$ cat src/rtl/hazard_pkg.sv
// hazard_pkg: shared constants and slot layout for the hazard scoreboard
package hazard_pkg;
    localparam int AW_DEF = 5;
    localparam int TW_DEF = 2;
    localparam logic [1:0] FWD_GRF  = 2'd0;
    localparam logic [1:0] FWD_NEAR = 2'd1;
    localparam logic [1:0] FWD_FAR  = 2'd2;
    localparam logic [TW_DEF-1:0] TUSE_NONE = 2'd3;
    typedef struct packed {
        logic [AW_DEF-1:0] dst;
        logic [TW_DEF-1:0] tnew;
        logic [AW_DEF-1:0] rs;
        logic [AW_DEF-1:0] rt;
    } slot_t;
endpackage

$ cat src/rtl/hazard_scoreboard_if.sv
// hazard_scoreboard_if: D-stage request and hazard/forwarding response bundle
interface hazard_scoreboard_if #(
    parameter int AW = hazard_pkg::AW_DEF,
    parameter int TW = hazard_pkg::TW_DEF
);
    logic          d_valid;
    logic [AW-1:0] d_rs;
    logic [AW-1:0] d_rt;
    logic [TW-1:0] d_tuse_rs;
    logic [TW-1:0] d_tuse_rt;
    logic [AW-1:0] d_dst;
    logic [TW-1:0] d_tnew;
    logic          ext_stall;
    logic          stall;
    logic [1:0]    fwd_d_rs;
    logic [1:0]    fwd_d_rt;
    logic [1:0]    fwd_e_rs;
    logic [1:0]    fwd_e_rt;
    logic [AW-1:0] e_dst;
    logic [AW-1:0] m_dst;
    logic [AW-1:0] w_dst;
    modport master (
        output d_valid, d_rs, d_rt, d_tuse_rs, d_tuse_rt, d_dst, d_tnew, ext_stall,
        input  stall, fwd_d_rs, fwd_d_rt, fwd_e_rs, fwd_e_rt, e_dst, m_dst, w_dst
    );
    modport slave (
        input  d_valid, d_rs, d_rt, d_tuse_rs, d_tuse_rt, d_dst, d_tnew, ext_stall,
        output stall, fwd_d_rs, fwd_d_rt, fwd_e_rs, fwd_e_rt, e_dst, m_dst, w_dst
    );
endinterface

$ cat src/rtl/hazard_slot.sv
// hazard_slot: one tracked pipeline slot; loads or bubbles, optionally aging tnew
module hazard_slot #(
    parameter int AW = hazard_pkg::AW_DEF,
    parameter int TW = hazard_pkg::TW_DEF
) (
    input  logic          clk,
    input  logic          reset,
    input  logic          i_load,
    input  logic          i_dec,
    input  logic [AW-1:0] i_dst,
    input  logic [TW-1:0] i_tnew,
    input  logic [AW-1:0] i_rs,
    input  logic [AW-1:0] i_rt,
    output logic [AW-1:0] o_dst,
    output logic [TW-1:0] o_tnew,
    output logic [AW-1:0] o_rs,
    output logic [AW-1:0] o_rt
);
    logic [AW-1:0] r_dst, r_rs, r_rt;
    logic [TW-1:0] r_tnew;

    always_ff @(posedge clk) begin
        if (reset || !i_load) begin
            r_dst  <= '0;
            r_tnew <= '0;
            r_rs   <= '0;
            r_rt   <= '0;
        end else begin
            r_dst  <= i_dst;
            r_tnew <= (i_dec && i_tnew != '0) ? i_tnew - TW'(1) : i_tnew;
            r_rs   <= i_rs;
            r_rt   <= i_rt;
        end
    end

    assign o_dst  = r_dst;
    assign o_tnew = r_tnew;
    assign o_rs   = r_rs;
    assign o_rt   = r_rt;
endmodule

$ cat src/rtl/hazard_scoreboard.sv
// hazard_scoreboard: tracks E/M/W destinations and derives stall plus D/E forwarding selects
module hazard_scoreboard #(
    parameter int AW = hazard_pkg::AW_DEF,
    parameter int TW = hazard_pkg::TW_DEF
) (
    input logic clk,
    input logic reset,
    hazard_scoreboard_if.slave bus
);
    import hazard_pkg::*;

    // index 0 = E, 1 = M, 2 = W; each slot is fed by the one before it
    logic [2:0][AW-1:0] w_dst, w_rs, w_rt, w_in_dst, w_in_rs, w_in_rt;
    logic [2:0][TW-1:0] w_tnew, w_in_tnew;
    logic w_haz_rs, w_haz_rt, w_stall, w_e_load, w_unused;

    function automatic logic f_match(input logic [AW-1:0] s, input logic [AW-1:0] a);
        return a != '0 && s == a;
    endfunction

    function automatic logic f_haz(input logic [AW-1:0] a, input logic [TW-1:0] u,
                                   input logic [AW-1:0] ed, input logic [TW-1:0] et,
                                   input logic [AW-1:0] md, input logic [TW-1:0] mt);
        return u != TW'(TUSE_NONE) && ((f_match(ed, a) && et > u) || (f_match(md, a) && mt > u));
    endfunction

    // a matching near producer always wins, even while its result is still pending
    function automatic logic [1:0] f_sel(input logic [AW-1:0] a,
                                         input logic [AW-1:0] nd, input logic [TW-1:0] nt,
                                         input logic [AW-1:0] fd, input logic fok);
        return f_match(nd, a) ? (nt == '0 ? FWD_NEAR : FWD_GRF) :
               (f_match(fd, a) && fok) ? FWD_FAR : FWD_GRF;
    endfunction

    assign w_in_dst  = {w_dst[1], w_dst[0], bus.d_dst};
    assign w_in_tnew = {w_tnew[1], w_tnew[0], bus.d_tnew};
    assign w_in_rs   = {w_rs[1], w_rs[0], bus.d_rs};
    assign w_in_rt   = {w_rt[1], w_rt[0], bus.d_rt};

    for (genvar g = 0; g < 3; g++) begin : g_slot
        hazard_slot #(.AW(AW), .TW(TW)) u_slot (
            .clk    (clk),
            .reset  (reset),
            .i_load (g == 0 ? w_e_load : 1'b1),
            .i_dec  (g != 0),
            .i_dst  (w_in_dst[g]),
            .i_tnew (w_in_tnew[g]),
            .i_rs   (w_in_rs[g]),
            .i_rt   (w_in_rt[g]),
            .o_dst  (w_dst[g]),
            .o_tnew (w_tnew[g]),
            .o_rs   (w_rs[g]),
            .o_rt   (w_rt[g])
        );
    end

    assign w_haz_rs = f_haz(bus.d_rs, bus.d_tuse_rs, w_dst[0], w_tnew[0], w_dst[1], w_tnew[1]);
    assign w_haz_rt = f_haz(bus.d_rt, bus.d_tuse_rt, w_dst[0], w_tnew[0], w_dst[1], w_tnew[1]);
    assign w_stall  = bus.d_valid && (w_haz_rs || w_haz_rt || bus.ext_stall);
    assign w_e_load = bus.d_valid && !w_stall;
    assign w_unused = ^{w_rs[2:1], w_rt[2:1], w_tnew[2]};

    assign bus.stall    = w_stall;
    assign bus.fwd_d_rs = f_sel(bus.d_rs, w_dst[0], w_tnew[0], w_dst[1], w_tnew[1] == '0);
    assign bus.fwd_d_rt = f_sel(bus.d_rt, w_dst[0], w_tnew[0], w_dst[1], w_tnew[1] == '0);
    assign bus.fwd_e_rs = f_sel(w_rs[0], w_dst[1], w_tnew[1], w_dst[2], 1'b1);
    assign bus.fwd_e_rt = f_sel(w_rt[0], w_dst[1], w_tnew[1], w_dst[2], 1'b1);
    assign bus.e_dst    = w_dst[0];
    assign bus.m_dst    = w_dst[1];
    assign bus.w_dst    = w_dst[2];
endmodule

$ cat src/flat_wrapper.sv
// flat-port wrapper written by rule: the top's interface ports become plain ports
module hazard_scoreboard_flat import hazard_pkg::*;
#(
    parameter int AW = hazard_pkg::AW_DEF,
    parameter int TW = hazard_pkg::TW_DEF
)
  (clk, reset, bus_d_valid, bus_d_rs, bus_d_rt, bus_d_tuse_rs, bus_d_tuse_rt, bus_d_dst, bus_d_tnew, bus_ext_stall, bus_stall, bus_fwd_d_rs, bus_fwd_d_rt, bus_fwd_e_rs, bus_fwd_e_rt, bus_e_dst, bus_m_dst, bus_w_dst);
  hazard_scoreboard_if #(.AW(AW), .TW(TW)) bus_i ();
  input logic clk;
  input logic reset;
  input wire logic [$bits(bus_i.d_valid)-1:0] bus_d_valid;
  input wire logic [$bits(bus_i.d_rs)-1:0] bus_d_rs;
  input wire logic [$bits(bus_i.d_rt)-1:0] bus_d_rt;
  input wire logic [$bits(bus_i.d_tuse_rs)-1:0] bus_d_tuse_rs;
  input wire logic [$bits(bus_i.d_tuse_rt)-1:0] bus_d_tuse_rt;
  input wire logic [$bits(bus_i.d_dst)-1:0] bus_d_dst;
  input wire logic [$bits(bus_i.d_tnew)-1:0] bus_d_tnew;
  input wire logic [$bits(bus_i.ext_stall)-1:0] bus_ext_stall;
  output wire logic [$bits(bus_i.stall)-1:0] bus_stall;
  output wire logic [$bits(bus_i.fwd_d_rs)-1:0] bus_fwd_d_rs;
  output wire logic [$bits(bus_i.fwd_d_rt)-1:0] bus_fwd_d_rt;
  output wire logic [$bits(bus_i.fwd_e_rs)-1:0] bus_fwd_e_rs;
  output wire logic [$bits(bus_i.fwd_e_rt)-1:0] bus_fwd_e_rt;
  output wire logic [$bits(bus_i.e_dst)-1:0] bus_e_dst;
  output wire logic [$bits(bus_i.m_dst)-1:0] bus_m_dst;
  output wire logic [$bits(bus_i.w_dst)-1:0] bus_w_dst;
  assign bus_i.d_valid = bus_d_valid;
  assign bus_i.d_rs = bus_d_rs;
  assign bus_i.d_rt = bus_d_rt;
  assign bus_i.d_tuse_rs = bus_d_tuse_rs;
  assign bus_i.d_tuse_rt = bus_d_tuse_rt;
  assign bus_i.d_dst = bus_d_dst;
  assign bus_i.d_tnew = bus_d_tnew;
  assign bus_i.ext_stall = bus_ext_stall;
  assign bus_stall = bus_i.stall;
  assign bus_fwd_d_rs = bus_i.fwd_d_rs;
  assign bus_fwd_d_rt = bus_i.fwd_d_rt;
  assign bus_fwd_e_rs = bus_i.fwd_e_rs;
  assign bus_fwd_e_rt = bus_i.fwd_e_rt;
  assign bus_e_dst = bus_i.e_dst;
  assign bus_m_dst = bus_i.m_dst;
  assign bus_w_dst = bus_i.w_dst;
  hazard_scoreboard #(.AW(AW), .TW(TW)) u_core (.clk(clk), .reset(reset), .bus(bus_i));
endmodule
$ cat config.mk
export PLATFORM = sky130hd
export DESIGN_NAME = hazard_scoreboard_flat
export DESIGN_NICKNAME = d
export VERILOG_FILES = /design/src/rtl/hazard_pkg.sv /design/src/rtl/hazard_scoreboard_if.sv /design/src/rtl/hazard_slot.sv /design/src/rtl/hazard_scoreboard.sv /design/src/flat_wrapper.sv
export SDC_FILE = /design/constraint.sdc
export NUM_CORES = 1
export LEC_CHECK = 0
export BUFFER_PORTS_ARGS = -buffer_cell sky130_fd_sc_hd__buf_2
export CAP_MARGIN = 20
export CELL_PAD_IN_SITES_DETAIL_PLACEMENT = 0
export CELL_PAD_IN_SITES_GLOBAL_PLACEMENT = 1
export CORE_MARGIN = 5
export CORE_UTILIZATION = 39
export DETAILED_ROUTE_END_ITERATION = 8
export MAX_ROUTING_LAYER = met4
export PLACE_DENSITY = 0.81
export SKIP_CTS_REPAIR_TIMING = 1
export SLEW_MARGIN = 20
export SYNTH_ARGS = -nofsm -noshare
export SYNTH_HDL_FRONTEND = slang
export SYNTH_SLANG_ARGS = --single-unit
$ cat constraint.sdc
create_clock -name clk -period 2.1 [get_ports clk]
set_input_delay 0.105 -clock clk [delete_from_list [all_inputs] [get_ports clk]]
set_output_delay 0.105 -clock clk [all_outputs]
set_load 0.03 [all_outputs]
=== After elaboration in Yosys (flattened, before gate mapping) ===
Cells that the tools add are included.

* Eq/ne operators: 10
* $add $sub $neg: 1
* Mux-type cells: 11
* $lt $le $gt $ge: 4
* Reductions and logical operators: 32

{| class="wikitable"
|+ Operators by type and width
! operator !! number
|-
| 5-bit == test || 8
|-
| 5-bit nonzero test || 4
|-
| 1-bit logical AND || 18
|-
| 2-bit 2-to-1 mux || 9
|-
| 2-bit > comparator || 4
|-
| 1-bit logical OR || 5
|-
| 2-bit logical NOT || 2
|-
| 2-bit != test (second input constant) || 2
|-
| 1-bit logical NOT || 2
|-
| 1-bit 2-to-1 mux || 2
|-
| 2-bit nonzero test || 1
|-
| 2-bit by 1-bit subtractor with 2-bit output (second input constant) || 1
|}

* Input port bits: 25
* Output and inout port bits: 24
* Word-level logic and storage cells: 65
* Register bits: 29

=== Depth between registers and ports, before layout ===
* Depth after elaboration: 12
* Gate-level depth with buffers: 8
* Gate-level depth less buffers: 7

=== Cells and area by module ===
A second synthesis with hierarchy kept.

* Cell total of the unflattened synthesis: 233
* Area total of the unflattened synthesis: 2423.6 sq um

{| class="wikitable"
|+ Modules (own cells, without submodules)
! module !! cells an instance !! area an instance (sq um) !! seq. area each (sq um) !! instances
|-
| hazard_slot || 43 || 540.5 || 340.3 || 3
|-
| hazard_scoreboard || 104 || 802.0 || 0.0 || 1
|}

=== Worst setup path before layout ===
No wires, ideal clock.

* Path type: register -> output
* From: register u_core.g_slot[1].u_slot.r_dst[2]
* To: output port bus_fwd_d_rs[1]
* Path buffers: 1
* Path slack: -0.199 ns
* Data arrival time: 2.194 ns
* Required time: 1.995 ns
* Stages on the path, launching flop included: 6
* Cells stage by stage: dfxtp_1 -> clkbuf_1 -> xor2_1 -> a211oi_1 -> nand4_1 -> nor4b_1

* Longest elaborated chain between the ends: 5

{| class="wikitable"
|+ Ends and longest elaborated chain
! what !! line !! source
|-
| from (decl) || hazard_slot.sv:19 || <nowiki>logic [AW-1:0] r_dst, r_rs, r_rt;</nowiki>
|-
| from (signal assigned) || hazard_slot.sv:29 || <nowiki>r_dst <= i_dst;</nowiki>
|-
| 5-bit == test || hazard_scoreboard.sv:18 || <nowiki>return a != '0 && s == a;</nowiki>
|-
| 1-bit logical AND || hazard_scoreboard.sv:18 ||
|-
| 1-bit logical AND || hazard_scoreboard.sv:32 || <nowiki>(f_match(fd, a) && fok) ? FWD_FAR : FWD_GRF;</nowiki>
|-
| 2-bit 2-to-1 mux || hazard_scoreboard.sv:32 ||
|-
| 2-bit 2-to-1 mux || hazard_scoreboard.sv:31 || <nowiki>return f_match(nd, a) ? (nt == '0 ? FWD_NEAR : FWD_GRF) :</nowiki>
|-
| to (decl) || flat_wrapper.sv:20 || <nowiki>output wire logic [$bits(bus_i.fwd_d_rs)-1:0] bus_fwd_d_rs;</nowiki>
|}

Every way passes these cells.

=== Final worst setup path ===
* From: register u_core.g_slot[0].u_slot.r_tnew[0]
* To: output port bus_stall

* Longest elaborated chain between the ends: 7
* Elaborated cells between the ends (all ways): 11
* Those cells by class: 2 x order compare; 9 x reduce/logical

{| class="wikitable"
|+ Ends and longest elaborated chain
! what !! line !! source
|-
| from (decl) || hazard_slot.sv:20 || <nowiki>logic [TW-1:0] r_tnew;</nowiki>
|-
| from (signal assigned) || hazard_slot.sv:30 || <nowiki>r_tnew <= (i_dec && i_tnew != '0) ? i_tnew - TW'(1) : i_tnew;</nowiki>
|-
| 2-bit > comparator || hazard_scoreboard.sv:24 || <nowiki>return u != TW'(TUSE_NONE) && ((f_match(ed, a) && et > u) || (f_match(md, a) && mt > u));</nowiki>
|-
| 1-bit logical AND || hazard_scoreboard.sv:24 ||
|-
| 1-bit logical OR || hazard_scoreboard.sv:24 ||
|-
| 1-bit logical AND || hazard_scoreboard.sv:24 ||
|-
| 1-bit logical OR (*) (2 in a row) || hazard_scoreboard.sv:59 || <nowiki>assign w_stall = bus.d_valid && (w_haz_rs || w_haz_rt || bus.ext_stall);</nowiki>
|-
| 1-bit logical AND (*) || hazard_scoreboard.sv:59 ||
|-
| to (decl) || flat_wrapper.sv:19 || <nowiki>output wire logic [$bits(bus_i.stall)-1:0] bus_stall;</nowiki>
|}

Every way passes the cells marked *; elsewhere a longest branch is shown, timed or not.

==> impl_metrics.yaml <==
power:
  ir_worst_vdd_mv: 0.3883
  p_per_area_nw_per_um2: 573.2
  leakage_nw: 1.100
  finalPower_mw: 1.308
synthesis:
  async_flop_share: 0
  synth_top_area_frac: 0.3305
  syn-instance-count: 185
  synth_area_per_cell_um2: 9.496
  yosysWarnings: 0
  synth_fp_nets: 218
  ys.flop_type: "dfxtp_1"
  syn_area_um2: 1757
  synth.area.top_cells: "dfxtp_1, xnor2_1, xor2_1, ha_1, nor3_2"
  synth_seq_cells: 29
  yosys.area.top_type: "dfxtp_1"
  ys_top_cells_by_count: "dfxtp_1, xnor2_1, xor2_1, nor4_1, nor2b_1"
  yosysMostFrequentCell: "dfxtp_1"
  ys_seq_area_frac: 0.3305
  yosysUniqueCellTypes: 36
  synth-edff-count: 0
floorplanning:
  dieHeight_um: 77.12
  dieArea_um2: 5947
  initial_core_util: 0.4034
  die_w_um: 77.12
  io_pins: 49
  rows: 24
  core-area_um2: 4354
critical_path:
  end_kind: "output port"
  r2r-start: "u_core.g_slot[0].u_slot.o_tnew[0]"
  worst_r2r_endpoint: "u_core.g_slot[0].u_slot.o_dst[0]"
  reg2reg_slack_ns: 0.22
  crit_fanout: 4
  start_kind: "flip-flop"
  crit_arrival_ns: 1.91
  required_ns: 2.00
  crit_type: "flip-flop to output port"
  critPathLaunch: "u_core.g_slot[0].u_slot.o_tnew[0]"
  rr_worst_depth: 7
finish:
  diodes: 0
  syn2layout_area_growth_pct: 29.91
  final_nets: 279
  drive_gt1_frac: 0.4049
  fill_cells: 404
timing:
  slew_viol_final: 0
  rsz0062_at_grt: "no"
  hold_violations: 0
  fin_crit_sh: 0.9578
  fin_skew_ns: 0.002943
  slew_headroom: 0.6608
  fmax_ghz: 0.4972
  fin_crit_ns: 2.011
  tightest_slew_ns: 0.5078
  setup_violations: 0
  timing.final.ws_setup_ns: 0.08866
worst_hold_path:
  hold_class: "primary input to flip-flop"
  holdPathEnd: "u_core.g_slot[0].u_slot.o_dst[2]"
  holdCritStartpoint: "bus_d_dst[2]"
  worstHoldPathCells: 3
global_route:
  grt_overflow_total: 0
  antenna_found_initial: 0
  grt_first_pass_wirelength_um: 7617
  track_usage: 0.1660
  grt_pass1_vias: 1559
  grt_max_degree: 19
status:
  status: "completed"
detailed_routing:
  firstDrtPassIters: 4
  routed_wl_um: 4560
  ant_nets: 0
  drt_iter0_drc: 73
  wl_per_cell_um: 15.25
  drcViolationCount: 0
  viasPerCell: 5.027
  vias: 1503
cts:
  cts_buffer_depth: 2
  cts_tree: "done"
  cts.clk_slew.worst_paths_ns: 0.06
  clkSinkCount: 29
  insertion_delay_ns: 0.27
  numCtsBuffers: 5
  clockRootBuffer: "clkbuf_8"
  h-tree-depth: 2
placement:
  io_buffers: 48
  pre_cts_ws_ns: 0.1788
  place.gp.congestion: 0.8814
  place_hpwl_um: 3663
run:
  maxCapViolCount: 0
==> layer usage <==
layer  share of wire  routed length, µm  track usage  vias up
li1                -                  -            -      775
met1            0.47               2133       0.2036      689
met2            0.48               2183       0.2666       34
met3           0.039                180      0.04333        5
met4           0.014                 63      0.05155        0
met5               0                  0            -        -
==> cell type report <==
cell class                 count  area [µm²]  share of cell area
clock buffer                   7       96.34             0.04221
clock inverter                 1       5.005            0.002193
inverter                       8       30.03             0.01316
multi-input combinational    137        1124              0.4923
sequential                    29       591.8              0.2593
tap                           52       65.06             0.02851
timing repair buffer          65       370.4              0.1623
==> sequential cells by signal, indices dropped and copies added (netlist names) <==
register	cells
u_core.g_slot.u_slot.o_dst	15
u_core.g_slot.u_slot.o_rs	5
u_core.g_slot.u_slot.o_rt	5
u_core.g_slot.u_slot.o_tnew	4
==> kinds of logic after synthesis <==
group,share of synthesized area
buffers and inverters,0.04629
XOR/XNOR,0.1994
AND/OR/NAND/NOR,0.2813
flip-flops,0.3305
AO/OA/AOI/OAI,0.08546
adder cells (fa/ha/maj),0.05698
==> critical path, cell delays in order, from the launching register on <==
cell and delay [ns]:
dfxtp_2 0.35, inv_1 0.08, ha_1 0.27, a2111o_2 0.44
a22oi_4 0.18, o31a_1 0.16, buf_4 0.15
==> cell usage in the layout, fill, tap and decap left out, types with 2 or more instances in the layout <==
| cell type | instances |
|---|---|
| ha_1 | 8 |
| buf_4 | 18 |
| buf_2 | 47 |
| nand3_1 | 3 |
| nor4_1 | 13 |
| nand4_1 | 2 |
| dfxtp_2 | 6 |
| nand3b_1 | 9 |
| a21oi_1 | 3 |
| inv_1 | 8 |
| dfxtp_1 | 22 |
| xor2_1 | 19 |
| nor3_1 | 5 |
| and4_1 | 2 |
| clkbuf_8 | 7 |
| a221o_1 | 2 |
| or4_1 | 2 |
| nor2b_1 | 12 |
| nor3_2 | 10 |
| xnor2_1 | 20 |
| nand2_1 | 8 |
| nor3b_1 | 2 |
==> metrics by stage <==
| stage | cells | TNS, ns | area [µm²] | util | hold slack (ns) |
|---|---|---|---|---|---|
| finish | 299 | 0 | 2282 | 0.5241 | 0.03948 |
| global route | 299 | 0 | 2282 | 0.5241 | 0.02821 |
| CTS | 294 | -0.1140 | 2208 | 0.5072 | 0.03126 |
| detailed placement | 286 | 0 | 2107 | 0.4839 | 0.3327 |
| global placement | 286 | 0 | 2107 | 0.4839 | 0.3342 |
| floorplan | 185 | 0 | 1763 | - | 0.1766 |
==> worst max path at each step <==
stage	endpoint	slack (ns)	cells past startpoint
finish	bus_stall	0.09	6
global placement	bus_stall	0.20	6
detailed placement	u_core.g_slot[0].u_slot.o_dst[0]	0.18	6
floorplan	bus_fwd_d_rt[1]	0.1	5
CTS	bus_stall	-0.11	6
global route	bus_fwd_e_rs[1]	0.006	6
==> report_power, final <==
| part | internal [mW] | leakage, nW | total (mW) | switching [mW] |
|---|---|---|---|---|
| clock | 0.296 | 0.0542 | 0.500 | 0.205 |
| combinational | 0.0985 | 0.807 | 0.233 | 0.135 |
| sequential | 0.562 | 0.239 | 0.575 | 0.0128 |
Power figures use the tool's default switching activity.
